### src/rtl/uart_pkg.sv
// Shared definitions for the UART transmit path: FSM encoding, parity selection and line levels.
package uart_pkg;

    localparam logic [2:0] ST_IDLE   = 3'd0;
    localparam logic [2:0] ST_START  = 3'd1;
    localparam logic [2:0] ST_DATA   = 3'd2;
    localparam logic [2:0] ST_PARITY = 3'd3;
    localparam logic [2:0] ST_STOP   = 3'd4;

    typedef enum logic [2:0] {
        IDLE   = ST_IDLE,
        START  = ST_START,
        DATA   = ST_DATA,
        PARITY = ST_PARITY,
        STOP   = ST_STOP
    } tx_state_e;

    localparam logic PAR_EVEN = 1'b0;
    localparam logic PAR_ODD  = 1'b1;

    localparam logic IDLE_BIT  = 1'b1;
    localparam logic START_BIT = 1'b0;
    localparam logic STOP_BIT  = 1'b1;

endpackage

### src/rtl/uart_tx_serializer.sv
// Loadable LSB-first shift register with a saturating bit counter for the UART data phase.
module uart_tx_serializer
    import uart_pkg::*;
#(
    parameter int DATA_WIDTH = 8
) (
    input  logic                  i_tx_clk,
    input  logic                  i_rst_n,
    input  logic                  i_load,
    input  logic                  i_shift_en,
    input  logic [DATA_WIDTH-1:0] i_data_in,
    output logic                  o_ser_bit,
    output logic                  o_ser_done
);

    localparam int CNT_W = $clog2(DATA_WIDTH);
    localparam logic [CNT_W-1:0] CNT_LAST = CNT_W'(DATA_WIDTH - 1);

    logic [DATA_WIDTH-1:0] shift_q, shift_d;
    logic [CNT_W-1:0]      cnt_q, cnt_d;
    logic                  primed_q, primed_d;

    // The first shift after a load happens on entry to DATA and only clears the counter,
    // so the counter equals the index of the bit currently on the line.
    always_comb begin
        shift_d  = shift_q;
        cnt_d    = cnt_q;
        primed_d = primed_q;
        if (i_load) begin
            shift_d  = i_data_in;
            cnt_d    = '0;
            primed_d = 1'b0;
        end else if (i_shift_en) begin
            shift_d = shift_q >> 1;
            if (!primed_q) begin
                primed_d = 1'b1;
                cnt_d    = '0;
            end else if (cnt_q != CNT_LAST) begin
                cnt_d = cnt_q + 1'b1;
            end
        end
    end

    always_ff @(posedge i_tx_clk or negedge i_rst_n) begin
        if (!i_rst_n) begin
            shift_q  <= '0;
            cnt_q    <= '0;
            primed_q <= 1'b0;
        end else begin
            shift_q  <= shift_d;
            cnt_q    <= cnt_d;
            primed_q <= primed_d;
        end
    end

    assign o_ser_bit  = shift_q[0];
    assign o_ser_done = primed_q && (cnt_q == CNT_LAST);

endmodule

### src/rtl/uart_tx_frame.sv
// UART frame transmitter clocked by the divider output: start, LSB-first data, optional parity, stop.
module uart_tx_frame
    import uart_pkg::*;
#(
    parameter int DATA_WIDTH = 8
) (
    input  logic                  i_tx_clk,
    input  logic                  i_rst_n,
    input  logic [DATA_WIDTH-1:0] i_p_data,
    input  logic                  i_data_valid,
    input  logic                  i_par_en,
    input  logic                  i_par_typ,
    output logic                  o_s_data,
    output logic                  o_busy
);

    tx_state_e state_q, state_d;
    logic      s_data_q, s_data_d;
    logic      busy_q, busy_d;
    logic      par_en_q, par_en_d;
    logic      par_bit_q, par_bit_d;
    logic      load, shift_en;
    logic      ser_bit, ser_done;

    uart_tx_serializer #(
        .DATA_WIDTH (DATA_WIDTH)
    ) u_serializer (
        .i_tx_clk   (i_tx_clk),
        .i_rst_n    (i_rst_n),
        .i_load     (load),
        .i_shift_en (shift_en),
        .i_data_in  (i_p_data),
        .o_ser_bit  (ser_bit),
        .o_ser_done (ser_done)
    );

    // Next-state logic also produces the next line level, so o_s_data is a flop output.
    always_comb begin
        state_d   = state_q;
        s_data_d  = s_data_q;
        busy_d    = busy_q;
        par_en_d  = par_en_q;
        par_bit_d = par_bit_q;
        load      = 1'b0;
        shift_en  = 1'b0;
        case (state_q)
            IDLE, STOP: begin
                if (i_data_valid) begin
                    state_d   = START;
                    s_data_d  = START_BIT;
                    busy_d    = 1'b1;
                    load      = 1'b1;
                    par_en_d  = i_par_en;
                    par_bit_d = (i_par_typ == PAR_EVEN) ? ^i_p_data : ~^i_p_data;
                end else begin
                    state_d  = IDLE;
                    s_data_d = IDLE_BIT;
                    busy_d   = 1'b0;
                end
            end
            START: begin
                state_d  = DATA;
                s_data_d = ser_bit;
                shift_en = 1'b1;
            end
            DATA: begin
                if (ser_done) begin
                    state_d  = par_en_q ? PARITY : STOP;
                    s_data_d = par_en_q ? par_bit_q : STOP_BIT;
                end else begin
                    s_data_d = ser_bit;
                    shift_en = 1'b1;
                end
            end
            PARITY: begin
                state_d  = STOP;
                s_data_d = STOP_BIT;
            end
            default: begin
                state_d  = IDLE;
                s_data_d = IDLE_BIT;
                busy_d   = 1'b0;
            end
        endcase
    end

    always_ff @(posedge i_tx_clk or negedge i_rst_n) begin
        if (!i_rst_n) begin
            state_q   <= IDLE;
            s_data_q  <= IDLE_BIT;
            busy_q    <= 1'b0;
            par_en_q  <= 1'b0;
            par_bit_q <= 1'b0;
        end else begin
            state_q   <= state_d;
            s_data_q  <= s_data_d;
            busy_q    <= busy_d;
            par_en_q  <= par_en_d;
            par_bit_q <= par_bit_d;
        end
    end

    assign o_s_data = s_data_q;
    assign o_busy   = busy_q;

endmodule
### config.mk
export PLATFORM = sky130hd
export DESIGN_NAME = uart_tx_frame
export DESIGN_NICKNAME = d
export VERILOG_FILES = /design/src/rtl/uart_pkg.sv /design/src/rtl/uart_tx_serializer.sv /design/src/rtl/uart_tx_frame.sv
export SDC_FILE = /design/constraint.sdc
export NUM_CORES = 1
export LEC_CHECK = 0
export CORE_MARGIN = 2
export CORE_UTILIZATION = 40
export DETAILED_ROUTE_END_ITERATION = 10
export GPL_TIMING_DRIVEN = 0
export SLEW_MARGIN = 40
export SYNTH_ARGS = -nofsm -noshare
export SYNTH_HDL_FRONTEND = slang
export SYNTH_SLANG_ARGS = --single-unit
export TNS_END_PERCENT = 20
### constraint.sdc
create_clock -name i_tx_clk -period 3.25 [get_ports i_tx_clk]
set_input_delay 0.65 -clock i_tx_clk [delete_from_list [all_inputs] [get_ports i_tx_clk]]
set_output_delay 0.65 -clock i_tx_clk [all_outputs]
set_load 0.01 [all_outputs]
# Word level (Yosys, flattened, before mapping)
# Index checks and enable logic that the tools add are counted.
# totals
wordCells	48
latchBits	0
register_bits	19
mem_bits_ro	0
output_inout_bits	2
n_memories	0
in_bits	13
ram_bits	0
# op_classes
order_cmp	0
bitwise	0
n_mul	0
div_mod_pow	0
reduce_logical	9
muxes	22
n_shift	0
eq_ne	8
add_sub_neg	1
# ops
cell	n
$mux W3	6
$mux W8	2
$pmux W3 S4	1
$mux W1	10
$reduce_xnor A8 Y1	1
$reduce_xor A8 Y1	1
$eq A3 B2 Y1 const B	2
$eq A3 B3 Y1 const B	2
$ne A3 B3 Y1 const B	2
$pmux W1 S2	2
$reduce_and A2 Y1	2
$add A3 B1 Y3 const B	1
$eq A3 B1 Y1 const B	1
$logic_not A3 Y1	1
$pmux W1 S3	1
$reduce_or A3 Y1	1
$ne A2 B2 Y1 const B	1
$reduce_bool A2 Y1	1
$reduce_or A2 Y1	1
$logic_and A1 B1 Y1	1

# Longest topological paths before layout
# Gate-level depths: netlist (run 1).
# depth
ltp_word	6
ltp_mapped	6
ltp_nobuf	6

# By module
# From an unflattened synthesis (run 1), not the netlist that was laid out.
# hier_totals
hier_cells	97
hier_area_um2	996.0
# by_module_without_submodules
module	cells_per_inst	seq_area_each_um2	area_each_um2	instances
uart_tx_serializer	55	300.3	594.3	1
uart_tx_frame	42	176.4	401.6	1

# Worst setup path before layout (run 1)
# No wires, ideal clock.
# synth_timing
path_kind	reg-to-reg
startpoint	register u_serializer.cnt_q[0]
endpoint	register u_serializer.cnt_q[0]
path_buffers	0
stages_incl_launch_ff	7
setup_slack_ns	1.684
arrival_ns	1.448
setup_time_ns	0.119
t_required_ns	3.131
synth_period_minus_slack_ns	1.566
path_cell_list	dfrtp_1 > ha_1 > ha_1 > and2_1 > a211oi_4 > mux2i_1 > nor2_1
# synth_via
elab_chain_len	6
elab_cells_between_ends	13
cone_classes	add/sub (1); eq/ne (3); mux (6); reduce/logical (3)
# synth_lines
element	line_no	text
from (decl)	uart_tx_serializer.sv:20	logic [CNT_W-1:0] cnt_q, cnt_d;
from (signal assigned)	uart_tx_serializer.sv:51	cnt_q <= cnt_d;
branches (longest 6 deep; another with $add A3 B1 Y3)	n/a	
# Several ways; the timed one is not identified. The select of a mux whose other input is x is not followed.
# A chain may end at the register's enable or synchronous reset.

# Worst setup path after layout (run 1)
# layout_timing
startpoint	register s_data_q, in the netlist o_s_data
endpoint	output port o_s_data
# layout_rtl
element	line_no	text
from (decl)	uart_tx_frame.sv:18	logic s_data_q, s_data_d;
from (signal assigned)	uart_tx_frame.sv:96	s_data_q <= s_data_d;
to (decl)	uart_tx_frame.sv:13	output logic o_s_data,
# No word-level cell between the ends.

==> reports/qor.yml, run 1 <==
placement:
  dp_hpwl_mm: 1.533
  place.gp.congestion: 0.7875
  portBuffers: 14
yosys:
  ys_types: 30
  synth.ff_latch_count: 19
  ys.warnings.count: 0
  syn-num-nets: 121
  syn_inst: 106
  ys_seq_area_share_pct: 46.63
  synth_area_sq_um: 1022
  synth_area_per_cell_sq_um: 9.644
timing:
  period_minus_slack_ps: 1986
  rsz0062_at_grt: "no"
  fmax_ghz: 0.5035
  whs_ps: 277.2
  setup_tns_ps: 0
  setup_violations: 0
  finalCritPeriodShare_pct: 61.11
  finalHoldViolations: 0
  finClkSkew_ps: 0.8693
  worst_pin_slew_ps: 420.9
  maxSlewHeadroom_pct: 71.94
  drv_slew: 0
clock_network:
  cts_tree: "built"
  clock_path_buffers: 2
  clk_latency_ps: 290
  post_cts_resized: 0
  post_cts_buffers: 0
  cts_sinks: 19
  cts_buffers: 3
  postCtsHoldBufs: 0
  cts_root_buf: "clkbuf_4"
  cts-htree-levels: 1
  clkTransAtPathRegs_ps: 110
route:
  wirelength_mm: 2.071
  vias_per_cell: 5.429
  firstDrtPassIters: 4
  dr.first_iter.drc_count: 12
  routedWlPerCell_um: 13.45
  drc: 0
  postRouteAntennaNets: 0
  vias: 836
setup_path:
  crit_family: "flip-flops"
  path_class: "reg2out"
  arrival_ps: 1340
  cpMaxStageDelayCell: "dfstp_2"
  end_kind: "output pin"
  path_cells: "clkdlybuf4s50_1"
  start_kind: "flop"
  crit_path_max_fanout: 1
  cp.required_ps: 2600
  crit_buf_inv: 1
  slowest_delay_ps: 530
power:
  irDropWorstVdd_mv: 0.4188
  p_per_area_nw_per_um2: 835.8
  p_leak_nw: 0.5169
cells_and_area:
  num_antenna_cells: 0
  fill_cells: 243
  mostFrequentLayoutCell: "dfrtp_1"
  mostFrequentLayoutCells: "18 x dfrtp_1, 16 x a21oi_1, 13 x clkdlybuf4s50_1"
  drive_gt1_share_pct: 12.10
  area_delta_synth_final_pct: 19.46
  nNetsFinal: 140
run:
  cap_violations: 0
grt:
  grt.total_usage_pct: 16.14
  grt_pass1_wl_mm: 3.360
  antenna_found_initial: 0
  grt_max_degree: 20
  grt_overflow: 0
  grt_pass1_vias: 746
die:
  design.core.area_sq_um: 2455
  fp.dieW_um: 54.55
  fp-row-count: 18
  die_y_um: 54.55
  pin_count: 15
  die_area_sq_um: 2976
  start_util_pct: 41.64
status:
  status: "finished clean"
min_path:
  holdCritPathClass: "in2async"
[layer usage]
layer | GRT usage, % | vias to the layer above | wire, um | part of all wire, %
li1 | - | 404 | - | -
met1 | 22.30 | 415 | 960 | 46
met2 | 25.10 | 15 | 1003 | 48
met3 | 2.732 | 2 | 97 | 4.7
met4 | 6.250 | 0 | 10 | 0.48
met5 | 0 | - | 0 | 0
[flip-flops by register name (all words and copies together), names as in the netlist]
name	cells
par_bit_q	1
o_busy	1
u_serializer.shift_q	8
u_serializer.cnt_q	3
state_q	3
u_serializer.primed_q	1
o_s_data	1
par_en_q	1
[final timing paths]
| check | start | endpoint | slack, ps | cells after the start |
|---|---|---|---|---|
| max in group asynchronous | i_rst_n | o_s_data$_DFF_PN1_ | 2650 | 1 |
| max reg2reg | u_serializer.cnt_q[0]$_DFFE_PN0P_ | u_serializer.cnt_q[0]$_DFFE_PN0P_ | 1510 | 6 |
| min reg2reg | u_serializer.shift_q[0]$_DFFE_PN0P_ | o_s_data$_DFF_PN1_ | 530 | 1 |
| max | o_s_data$_DFF_PN1_ | o_s_data | 1260 | 1 |
| min in group i_tx_clk | u_serializer.shift_q[0]$_DFFE_PN0P_ | o_s_data$_DFF_PN1_ | 530 | 1 |
| min | i_rst_n | u_serializer.cnt_q[0]$_DFFE_PN0P_ | 280 | 1 |
[synth_stat cells (all sizes together)]
| master | number | area (sq um) |
|---|---|---|
| dfrtp | 18 | 450.4 |
| a21oi | 16 | 80.08 |
| nor2 | 13 | 51.30 |
| o21ai | 12 | 63.81 |
| a31oi | 7 | 43.79 |
| nand2 | 7 | 26.28 |
| nand2b | 5 | 46.30 |
| xnor2 | 4 | 35.03 |
| inv | 3 | 11.26 |
| and2 | 2 | 15.02 |
| buf | 2 | 12.51 |
| ha | 2 | 25.02 |
| nand3 | 2 | 10.01 |
| nor2b | 2 | 12.51 |
| xor2 | 2 | 17.52 |
| a211oi | 1 | 20.02 |
| a221o | 1 | 10.01 |
| and3 | 1 | 6.260 |
| clkbuf | 1 | 3.750 |
| dfstp | 1 | 26.28 |
| mux2i | 1 | 10.01 |
| nor3b | 1 | 7.510 |
| o21a | 1 | 15.01 |
| xnor3 | 1 | 22.52 |
[through the flow]
step / worst slack, ps / instances / utilization, % / total power, mW / cell area [sq um]
6_report: 1264 / 154 / 49.75 / 1.021 / 1221
4_1_cts: 1246 / 154 / 49.75 / 1.029 / 1221
3_3_place_gp: 1143 / 150 / 48.88 / 0.8976 / 1200
5_1_grt: 1200 / 154 / 49.75 / 1.111 / 1221
3_5_place_dp: 1160 / 150 / 48.67 / 0.9083 / 1195
2_1_floorplan: 1684 / 106 / - / 0.7725 / 1022
[cells by family after synthesis]
family                   synth area share [%]
AO/OA/AOI/OAI                           22.77
XOR/XNOR                                7.344
adder cells (fa/ha/maj)                 2.448
buffers and inverters                   2.692
flip-flops                              46.63
multiplexers                           0.9792
AND/OR/NAND/NOR                         17.14
[area by class of cell]
cell class	instances	area, sq um	area share (%)
Multi-Input combinational cell	81	518.0	42.42
Sequential cell	19	476.7	39.04
Timing Repair Buffer	14	135.1	11.07
Tap cell	30	37.54	3.074
Clock buffer	4	26.28	2.152
Buffer	3	16.27	1.332
Inverter	3	11.26	0.9221
[power by group]
group / internal [mW] / switching, mW / total [mW] / leakage [nW]
sequential: 0.347 / 0.0830 / 0.430 / 0.232
combinational: 0.229 / 0.242 / 0.471 / 0.270
clock: 0.0477 / 0.0715 / 0.119 / 0.0150
total: 0.624 / 0.396 / 1.02 / 0.517
Power figures use the tool's default switching activity.
==> inputs of run 2 (changes only) <==
clock period = 1.7 ns   (was 3.25 ns; I/O delays follow)
==> run 2 against run 1 <==
Net effect:
- count of clock-buffer cells in the layout unchanged
- final area increased by 1.8%
- non-clock buffer count increased by 1
- sequential power increased by 91%
- total power increased by 92%
- die area unchanged
- hold slack improved by 230 ps
- clock skew about the same
- routed wire length increased by 0.19%
- register-to-register slack got worse by 1400 ps
- critical endpoint is now u_serializer.cnt_q[0]$_DFFE_PN0P_
- largest cell class unchanged
==> reports/qor.yml, run 2 (synthesized netlist as in run 1, its figures left out) <==
cells_and_area:
  mostFrequentLayoutCell: "dfrtp_1"
  regMostFlops: "u_serializer.shift_q"
  reg_top3: "u_serializer.shift_q (8), state_q (3), u_serializer.cnt_q (3)"
  nNetsFinal: 141
  largest_reg_flops: 8
  num_antenna_cells: 0
  drive_gt1_share_pct: 12.80
  mostFrequentLayoutCells: "18 x dfrtp_1, 16 x a21oi_1, 12 x nor2_1, 12 x clkdlybuf4s50_1, 11 x o21ai_0"
  area_delta_synth_final_pct: 21.66
  instances_no_fill: 155
  fin_area_sq_um: 1244
  fin_util_pct: 50.66
status:
  status: "finished clean"
timing:
  finalCritPeriodShare_pct: 94.58
  drv_slew: 0
  maxSlewHeadroom_pct: 71.98
  fmax_ghz: 0.6220
  setup_violations: 0
  worst_pin_slew_ps: 420.3
  period_minus_slack_ps: 1608
  rsz0062_at_grt: "no"
  finClkSkew_ps: 0.6174
  finalHoldViolations: 0
  setup_tns_ps: 0
die:
  design.core.area_sq_um: 2455
  die_y_um: 54.55
  die_area_sq_um: 2976
  start_util_pct: 41.64
  pin_count: 15
  fp.dieW_um: 54.55
  fp-row-count: 18
route:
  postRouteAntennaNets: 0
  routedWlPerCell_um: 13.39
  drc: 0
  vias: 833
  dr.first_iter.drc_count: 9
  firstDrtPassIters: 4
  wirelength_mm: 2.075
  vias_per_cell: 5.374
clock_network:
  clock_path_buffers: 2
  cts_buffers: 3
  cts-htree-levels: 1
  cts_sinks: 19
  clkTransAtPathRegs_ps: 110
  cts_root_buf: "clkbuf_4"
  cts_tree: "built"
  clk_latency_ps: 290
power:
  p_per_area_nw_per_um2: 1576
  clkPwrFrac_pct: 11.5
  p_int_mw: 1.198
  power.switching_mw: 0.7617
  p_seq_share_pct: 41.9
  irDropWorstVdd_mv: 0.7969
  power_frac_comb_pct: 46.6
  p_leak_nw: 0.5310
  p_sw_share_pct: 38.87
setup_path:
  crit_family: "flip-flops"
  cp.required_ps: 1890
  path_class: "reg2reg"
  crit_path_max_fanout: 5
  cpMaxStageDelayCell: "dfrtp_1"
  path_cells: "ha_1 -> ha_1 -> and2_4 -> a211oi_4 -> mux2i_1 -> nor2_1"
  crit_buf_inv: 0
  arrival_ps: 1800
  start_kind: "flop"
  slowest_delay_ps: 410
  cpMostUsedCell: "ha_1"
  end_kind: "flop"
grt:
  grt_max_degree: 20
  grt_overflow: 0
  grt_pass1_vias: 750
  antenna_found_initial: 0
  grt.total_usage_pct: 16.20
  grt_pass1_wl_mm: 3.374
min_path:
  holdCritPathClass: "in2async"
placement:
  placed_area_sq_um: 1195
  placed_cells: 150
  dp_hpwl_mm: 1.533
  portBuffers: 14
  place.gp.congestion: 0.7875
run:
  cap_violations: 0
==> run 2: worst reg2reg max path, cell delays in order (launching register included) <==
cell	delay (ps)
dfrtp_1	410
ha_1	210
ha_1	180
and2_4	170
a211oi_4	260
mux2i_1	230
nor2_1	50
==> run 2: metrics by stage <==
| stage | power, mW | setup slack (ps) | hold slack, ps |
|---|---|---|---|
| after floorplan | 1.477 | 133.6 | 44.41 |
| after detailed placement | 1.736 | -79.67 | 302.4 |
| after CTS | 1.969 | 6.441 | 511.3 |
| after global placement | 1.716 | -97.18 | 505.1 |
| final | 1.960 | 92.16 | 505.7 |
| after global routing | 2.144 | 26.83 | 554.2 |
==> run 2: path summary, 6_finish.rpt <==
kind	cells after the start	end	start	slack [ps]
hold reg to reg	1	o_s_data$_DFF_PN1_	u_serializer.shift_q[0]$_DFFE_PN0P_	530
setup reg to reg	6	u_serializer.cnt_q[0]$_DFFE_PN0P_	u_serializer.cnt_q[0]$_DFFE_PN0P_	90
hold / removal	2	u_serializer.primed_q$_DFFE_PN0P_	i_rst_n	510
min in group i_tx_clk	1	o_s_data$_DFF_PN1_	u_serializer.shift_q[0]$_DFFE_PN0P_	530
max in group asynchronous	2	o_s_data$_DFF_PN1_	i_rst_n	870
setup / recovery	6	u_serializer.cnt_q[0]$_DFFE_PN0P_	u_serializer.cnt_q[0]$_DFFE_PN0P_	90
==> run 2: routing by layer <==
metal  GRT usage (%)  share of wire (%)  vias to the layer above
met5               0                  0                        -
met4           6.250               0.67                        0
met3           2.732                4.8                        2
met2           25.10                 49                       21
met1           22.47                 45                      405
li1                -                  -                      405
==> run 2: area by class of cell <==
class | count | area, sq um
Tap cell | 30 | 37.54
Buffer | 3 | 16.27
Sequential cell | 19 | 476.7
Multi-Input combinational cell | 81 | 528.0
Clock buffer | 4 | 26.28
Timing Repair Buffer | 15 | 147.6
Inverter | 3 | 11.26
Fill cell | 240 | 1211
==> run 2: what timing repair did <==
item / 4_1_cts / 5_1_grt
setup buffers: 0 / 0
pin swaps: 1 / 2
gates resized for setup: 1 / 3
endpoints found under the hold margin: 18 / 0
hold buffers: 1 / 0
setup endpoints to repair: 3 / 11
==> run 2: power groups by stage <==
stage / Sequential (mW) / Clock [mW] / Combinational (mW)
floorplan: 0.805 / 0 / 0.672
global placement: 0.826 / 0 / 0.890
detailed placement: 0.831 / 0 / 0.905
CTS: 0.823 / 0.237 / 0.910
global route: 0.857 / 0.257 / 1.03
finish: 0.822 / 0.225 / 0.912
